`src/rtl/alu_operand_b_sel.sv`:
```
// ALU operand-B source select with immediate extension, registered behind a
// valid/ready handshake with a one-entry skid buffer and illegal-select counting.
module alu_operand_b_sel #(
    parameter int WIDTH     = 32,
    parameter int NUM_SRC   = 4,
    parameter int SEL_W     = 3,
    parameter int IMM_W     = 16,
    parameter int CONST_VAL = 4,
    parameter int ERR_CNT_W = 8
) (
    input  logic                     clk,
    input  logic                     reset,
    input  logic                     in_valid,
    output logic                     in_ready,
    input  logic [SEL_W-1:0]         sel,
    input  logic [1:0]               ext_mode,
    input  logic [NUM_SRC*WIDTH-1:0] src_flat,
    input  logic [IMM_W-1:0]         imm,
    output logic                     out_valid,
    input  logic                     out_ready,
    output logic [WIDTH-1:0]         operand,
    output logic                     sel_err,
    output logic [ERR_CNT_W-1:0]     err_count
);

    localparam logic [SEL_W-1:0] SEL_CONST = SEL_W'(NUM_SRC);
    localparam logic [SEL_W-1:0] SEL_IMM   = SEL_W'(NUM_SRC + 1);
    localparam int               PAD_W     = WIDTH - IMM_W;

    localparam logic [1:0] EXT_SIGN  = 2'b00;
    localparam logic [1:0] EXT_ZERO  = 2'b01;
    localparam logic [1:0] EXT_SHL2  = 2'b10;
    localparam logic [1:0] EXT_UPPER = 2'b11;

    logic [WIDTH-1:0]     w_imm_sext;
    logic [WIDTH-1:0]     w_imm_zext;
    logic [WIDTH-1:0]     w_imm_shl2;
    logic [WIDTH-1:0]     w_imm_upper;
    logic [WIDTH-1:0]     w_imm_ext;
    logic [WIDTH-1:0]     w_sel_data;
    logic                 w_sel_err;
    logic                 w_accept;
    logic                 w_out_free;

    logic                 r_out_valid;
    logic [WIDTH-1:0]     r_out_data;
    logic                 r_out_err;
    logic                 r_skid_valid;
    logic [WIDTH-1:0]     r_skid_data;
    logic                 r_skid_err;
    logic [ERR_CNT_W-1:0] r_err_count;

    assign w_imm_sext  = {{PAD_W{imm[IMM_W-1]}}, imm};
    assign w_imm_zext  = {{PAD_W{1'b0}}, imm};
    assign w_imm_shl2  = {w_imm_sext[WIDTH-3:0], 2'b00};
    assign w_imm_upper = {imm, {PAD_W{1'b0}}};

    always_comb begin
        w_imm_ext = w_imm_sext;
        case (ext_mode)
            EXT_SIGN:  w_imm_ext = w_imm_sext;
            EXT_ZERO:  w_imm_ext = w_imm_zext;
            EXT_SHL2:  w_imm_ext = w_imm_shl2;
            EXT_UPPER: w_imm_ext = w_imm_upper;
            default:   w_imm_ext = w_imm_sext;
        endcase
    end

    // Anything beyond the sources, the constant and the immediate is illegal.
    always_comb begin
        w_sel_data = '0;
        w_sel_err  = 1'b1;
        for (int k = 0; k < NUM_SRC; k++) begin
            if (sel == SEL_W'(k)) begin
                w_sel_data = src_flat[k*WIDTH +: WIDTH];
                w_sel_err  = 1'b0;
            end
        end
        if (sel == SEL_CONST) begin
            w_sel_data = WIDTH'(CONST_VAL);
            w_sel_err  = 1'b0;
        end
        if (sel == SEL_IMM) begin
            w_sel_data = w_imm_ext;
            w_sel_err  = 1'b0;
        end
    end

    assign in_ready   = !r_skid_valid && !reset;
    assign w_accept   = in_valid && in_ready;
    assign w_out_free = !r_out_valid || out_ready;

    // The skid only fills while the output is stalled, so a full skid always
    // implies a valid output and in_ready low; drain and accept never collide.
    always_ff @(posedge clk or posedge reset) begin
        if (reset) begin
            r_out_valid  <= 1'b0;
            r_out_data   <= '0;
            r_out_err    <= 1'b0;
            r_skid_valid <= 1'b0;
            r_skid_data  <= '0;
            r_skid_err   <= 1'b0;
        end else if (w_out_free) begin
            if (r_skid_valid) begin
                r_out_valid  <= 1'b1;
                r_out_data   <= r_skid_data;
                r_out_err    <= r_skid_err;
                r_skid_valid <= 1'b0;
            end else if (w_accept) begin
                r_out_valid <= 1'b1;
                r_out_data  <= w_sel_data;
                r_out_err   <= w_sel_err;
            end else begin
                r_out_valid <= 1'b0;
            end
        end else if (w_accept) begin
            r_skid_valid <= 1'b1;
            r_skid_data  <= w_sel_data;
            r_skid_err   <= w_sel_err;
        end
    end

    always_ff @(posedge clk or posedge reset) begin
        if (reset) begin
            r_err_count <= '0;
        end else if (w_accept && w_sel_err && (r_err_count != {ERR_CNT_W{1'b1}})) begin
            r_err_count <= r_err_count + 1'b1;
        end
    end

    assign out_valid = r_out_valid;
    assign operand   = r_out_data;
    assign sel_err   = r_out_err;
    assign err_count = r_err_count;

endmodule

```
`config.mk`:
```
export PLATFORM = sky130hd
export DESIGN_NAME = alu_operand_b_sel
export DESIGN_NICKNAME = d
export VERILOG_FILES = /design/src/rtl/alu_operand_b_sel.sv
export SDC_FILE = /design/constraint.sdc
export NUM_CORES = 1
export LEC_CHECK = 0
export ABC_AREA = 1
export CORE_MARGIN = 2
export CORE_UTILIZATION = 35
export DETAILED_ROUTE_END_ITERATION = 10
export PLACE_DENSITY_LB_ADDON = 0.3
export SYNTH_ARGS = -nofsm -noshare
export SYNTH_HDL_FRONTEND = slang
export SYNTH_SLANG_ARGS = --single-unit
export TNS_END_PERCENT = 20
```
`constraint.sdc`:
```
create_clock -name clk -period 2.6 [get_ports clk]
set_input_delay 0.65 -clock clk [delete_from_list [all_inputs] [get_ports clk]]
set_output_delay 0.65 -clock clk [all_outputs]
set_load 0.01 [all_outputs]
```
* Word level (Yosys, flattened, before mapping)
Index checks and enable logic that the tools add are counted.
** Storage, ports and cells
- Output and inout bits :: 43
- Word-level logic and storage cells :: 53
- Register bits after elaboration :: 76
- Input bits :: 153
** Operators by class
- Bitwise operators :: 1
- Add/subtract/negate cells :: 1
- Reductions and logical operators :: 14
- Muxes and demuxes :: 21
- Equality and inequality tests :: 9
** Operator list (number)
- $mux 32 :: 8
- $pmux 32 s4 :: 1
- $mux 1 :: 12
- $add 8x1->8 const B :: 1
- $ne 8x8->1 const B :: 1
- $eq 3x2->1 const B :: 2
- $eq 3x3->1 const B :: 2
- $eq 2x2->1 const B :: 2
- $logic_and 1x1->1 :: 4
- $reduce_and 2->1 :: 2
- $reduce_bool 2->1 :: 2
- $eq 3x1->1 const B :: 1
- $logic_not 1->1 :: 3
- $logic_not 3->1 :: 1
- $eq 2x1->1 const B :: 1
- $logic_not 2->1 :: 1
- $logic_or 1x1->1 :: 1
- $not 1->1 :: 1

* Logic depth before layout (Yosys ltp)
- Depth in word-level cells :: 9
- Gate-level depth with buffers :: 10
- Gate-level depth less buffers :: 9

* Worst setup path after synthesis
No wires, ideal clock.
- Path kind :: input to register
- From :: input port ext_mode[1]
- To :: register r_out_data[27], in the netlist operand[27]
- Setup time :: 116 ps
- Stages on the path :: 8
- Data arrival time :: 1547 ps
- Setup slack :: 936 ps
- Path buffers :: 1
- Data required time :: 2484 ps
- Cells stage by stage :: buf_2 nor2_1 nand2_1 nand2_2 o21ai_0 nand3_1 nand2_1 nand2_1
** Between the ends
- Word-level cells in the longest chain between the ends :: 5
- Elaborated cells between the ends (all ways) :: 8
- Those cells by class :: 3 x eq/ne; 4 x mux; 1 x reduce/logical
** Ends and longest elaborated chain
- from (decl) :: line 16 : input logic [1:0] ext_mode,
- $eq 2x2->1, or another cell as far along :: line 60 : case (ext_mode)
- $pmux 32 s4 * :: line 60
- $mux 32 * :: line 83 : if (sel == SEL_IMM) begin
- $mux 32 * :: line 109 : end else if (w_accept) begin
- $mux 32 * :: line 104 : if (r_skid_valid) begin
- to (signal assigned) :: line 106 : r_out_data <= r_skid_data;
- to (signal assigned) :: line 111 : r_out_data <= w_sel_data;
- to (decl) :: line 46 : logic [WIDTH-1:0] r_out_data;
Mark *: on every way between the ends. The rest lies on a longest branch, timed or not. The select of a mux whose other input is x is not followed.
A chain may end at the register's enable or synchronous reset.

* Worst setup path after layout
- From :: input port reset
- To :: output port in_ready
** Between the ends
- Word-level cells in the longest chain between the ends :: 2
** Ends and longest elaborated chain
- from (decl) :: line 12 : input logic reset,
- $logic_not 1->1 (no source line)
- $logic_and 1x1->1 :: line 89 : assign in_ready = !r_skid_valid && !reset;
- to (decl) :: line 14 : output logic in_ready,
Every way passes these cells.

==> results.md <==
* Max-Cap Viols at 0
* Worst path buffer plus inverter count at 2
* Max Root-Sink Buffers at 2
* Clock sink total at 76
* Post-Synthesis Cell Area at between 0.004 and 0.005 mm^2
* Syn nets at between 900 and 1,000
* Pwr Total at approximately 4.4 mW
* Final setup margin at between 0.2 and 0.25 ns
* Die height at between 100 and 150 um
* Mux contribution to synthesized area at 0
* DP HPWL at approximately 13,000 um
* Final wirelength at 16,750 um
* CP endpoint kind: primary output
* Register bit count reported by yosys at 76
* Post-Route Skew at a little over 0.008 ns
* PortBufs at between 150 and 200
* Placer Congestion at just over 0.9
* Post CTS Setup Buffer Count at 0
* Hold_buf cts at 0
* First-pass GRT wire length at 26,470 um
* CTS tree: built
* Post_cts resized at 0
* Placement Setup Slack at -0.1367 ns
* RSZ-0062 raised after global routing: no
* Max VDD drop at ~0.00032 V
* Simple-gate share of the synthesized area at 0.4124
* Crit path DAT at around 1.8 ns
* I/O pins at between 150 and 200
* Final net count at 1,106
* Syn Inst Count at ~770
* DR pass1 iterations at 7
* Starting Density at 0.3593
* LEAKAGE at ~3.5 nW
* Slew Limit Fails at 0
* Die Wd at between 100 and 150 um
* Worst-path cell chain: clkdlybuf4s50_1 > nor2_2 > clkdlybuf4s50_1
* Hold Crit Class: reg2reg
* Post-synthesis compound-gate area fraction at 0.1006
* CTS Buf Count at 9
* CTS root buffer: clkbuf_16
* Initial DRC count at 328
* Core area at 0.01388 mm^2
* Period Utilization, post-route at 0.9214
* Antenna Diode Count at 0
* Vias in the first global route at approximately 5,200
* Largest net degree at the start of global routing at 66
* Synth-to-layout area growth at 49.65%
* Status: finished clean
* Synth warnings at 0
* Clk slew on worst S/H paths at about 0.060 ns
* Xor-xnor portion of the synthesized cell area at 0.01229
* Initial antenna violation count at 0
* Largest stage delay, worst path at 0.54 ns
* Worst slew pin tran at 0.8058 ns
* Die area at roughly 0.015 mm^2
* Pwr per Cell Area at slightly below 600 mW/mm^2
* Post-synthesis cell type count at 25
* Req. time, crit path at between 1.5 and 2 ns
* Via count at 5,629
* Cell family with most CP delay: buffers and inverters
* Worst skew pair latency at roughly 0.33 ns
* Syn avg cell area at 6.469 um^2
* Final ANT Viol Nets at 0
* Layout cell share with drive strength beyond 1 at 0.06381
* Setup violators final at 0
* GR Overflow Total at 0
* Total Routing Usage GR at 0.2246
* Vias per Instance at ~5.0
* Largest family of logic cells by synthesized area: simple AND/OR/NAND/NOR gates
* Crit path kind: in2out
* DRC viols at 0
* Average wire per standard cell at 14.74 um
* FMAX at roughly 420 MHz
* Startpoint Class: input pin
* Hold Fails Final Rpt at 0
* Worst Path Max Fanout at 2
* Num rows at 43
* Slowest cell on crit path: clkdlybuf4s50_1
* Critical Path Most Common Cell: clkdlybuf4s50_1
* H-tree level count at 3
* Sequential cell area fraction in the yosys report at 0.3813
* Area share of fa/ha/maj cells after synthesis at 0.002509
* Period minus WS final at between 2 and 2.5 ns
* Slew headroom at 0.4608
==> Yosys cell counts, drive strengths merged <==
library cell / instances / area (um^2)
nand2: 246 / 928.4
nand3: 129 / 645.6
nor2: 96 / 370.3
dfrtp: 76 / 1902
inv: 61 / 229.0
o21ai: 46 / 230.2
buf: 31 / 163.9
a31oi: 30 / 187.7
clkbuf: 16 / 60.06
or2: 12 / 75.07
o22ai: 9 / 56.30
a21oi: 4 / 20.02
nand4: 4 / 25.02
xor2: 4 / 35.03
xnor2: 3 / 26.28
ha: 1 / 12.51
nand3b: 1 / 7.510
nor3: 1 / 5.000
o211ai: 1 / 7.510
==> per-layer routing <==
layer | vias to the layer above | global-route usage | routed length (um)
li1 | 2854 | - | -
met1 | 2525 | 0.3103 | 7550
met2 | 231 | 0.3561 | 7731
met3 | 19 | 0.04566 | 1219
met4 | 0 | 0.06392 | 245
met5 | - | 0 | 0
==> kinds of logic (layout without fill, tap and decap cells) <==
| logic type | after synthesis | after routing |
|---|---|---|
| AOI/OAI and AO/OA | 90 | 90 |
| adders and majority gates | 1 | 1 |
| DFF | 76 | 76 |
| and+or+nand+nor | 489 | 489 |
| buffers and inverters | 108 | 293 |
| xor gates and xnor gates | 7 | 7 |
==> through the flow <==
stage,instances,utilization,hold slack (ns),setup TNS (ns),cell area [um^2]
2_1_floorplan,771,-,0.4721,0,4987
3_3_place_gp,1121,0.5173,0.4648,-2.464,7181
3_5_place_dp,1121,0.5173,0.4666,-3.996,7181
4_1_cts,1136,0.5373,0.4824,0,7458
5_1_grt,1136,0.5377,0.5039,0,7463
6_report,1136,0.5377,0.4788,0,7463
==> sequential cells by signal, indices dropped and copies added (netlist names) <==
register and flops:
err_count 8, operand 32, out_valid 1, r_skid_data 32, r_skid_err 1, r_skid_valid 1, sel_err 1
==> worst register-to-register path: stages (launching register included) <==
cell	delay (ns)
dfrtp_1	0.39
ha_1	0.22
nand4_1	0.15
inv_1	0.08
nand3_1	0.06
nand2_1	0.27
inv_1	0.18
nand2_1	0.10
nand2_1	0.05
==> power by group <==
group | switching, mW | leakage (nW) | internal (mW)
clock network | 0.479 | 0.133 | 0.689
logic | 0.684 | 2.47 | 0.791
registers | 0.207 | 0.939 | 1.53
==> worst paths after layout <==
kind	from	end	slack, ns	depth (start not counted)
min in group asynchronous	reset	err_count[6]	0.64	2
worst max register to register	err_count[1]	err_count[5]	0.99	8
max in group asynchronous	reset	operand[0]	1.36	3
worst min-delay path	operand[12]	operand[12]	0.48	2
worst max-delay path	reset	in_ready	0.20	3
worst min register to register	operand[12]	operand[12]	0.48	2
==> cell type report <==
class | count | area, um^2
fillers | 1374 | 6417
clock buffers | 11 | 252.7
clock inverters | 4 | 25.02
inverters | 61 | 229.0
flip-flops and latches | 76 | 1902
well taps | 180 | 225.2
repair buffers | 217 | 2180
multi-input cells | 587 | 2650
==> cell usage in the layout (no fill, tap or decap), drive strengths merged, types with 2 or more instances in the layout <==
| cell type | netlist | final |
|---|---|---|
| buf | 31 | 22 |
| nand3 | 129 | 129 |
| nand2 | 246 | 246 |
| clkbuf | 16 | 11 |
| clkinvlp | 0 | 2 |
| o22ai | 9 | 9 |
| o21ai | 46 | 46 |
| nor2 | 96 | 96 |
| xnor2 | 3 | 3 |
| xor2 | 4 | 4 |
| or2 | 12 | 12 |
| nand4 | 4 | 4 |
| dfrtp | 76 | 76 |
| inv | 61 | 60 |
| a21oi | 4 | 4 |
| a31oi | 30 | 30 |
| clkdlybuf4s50 | 0 | 195 |
| clkinv | 0 | 3 |
No activity file was read; power rests on OpenSTA's default activity.
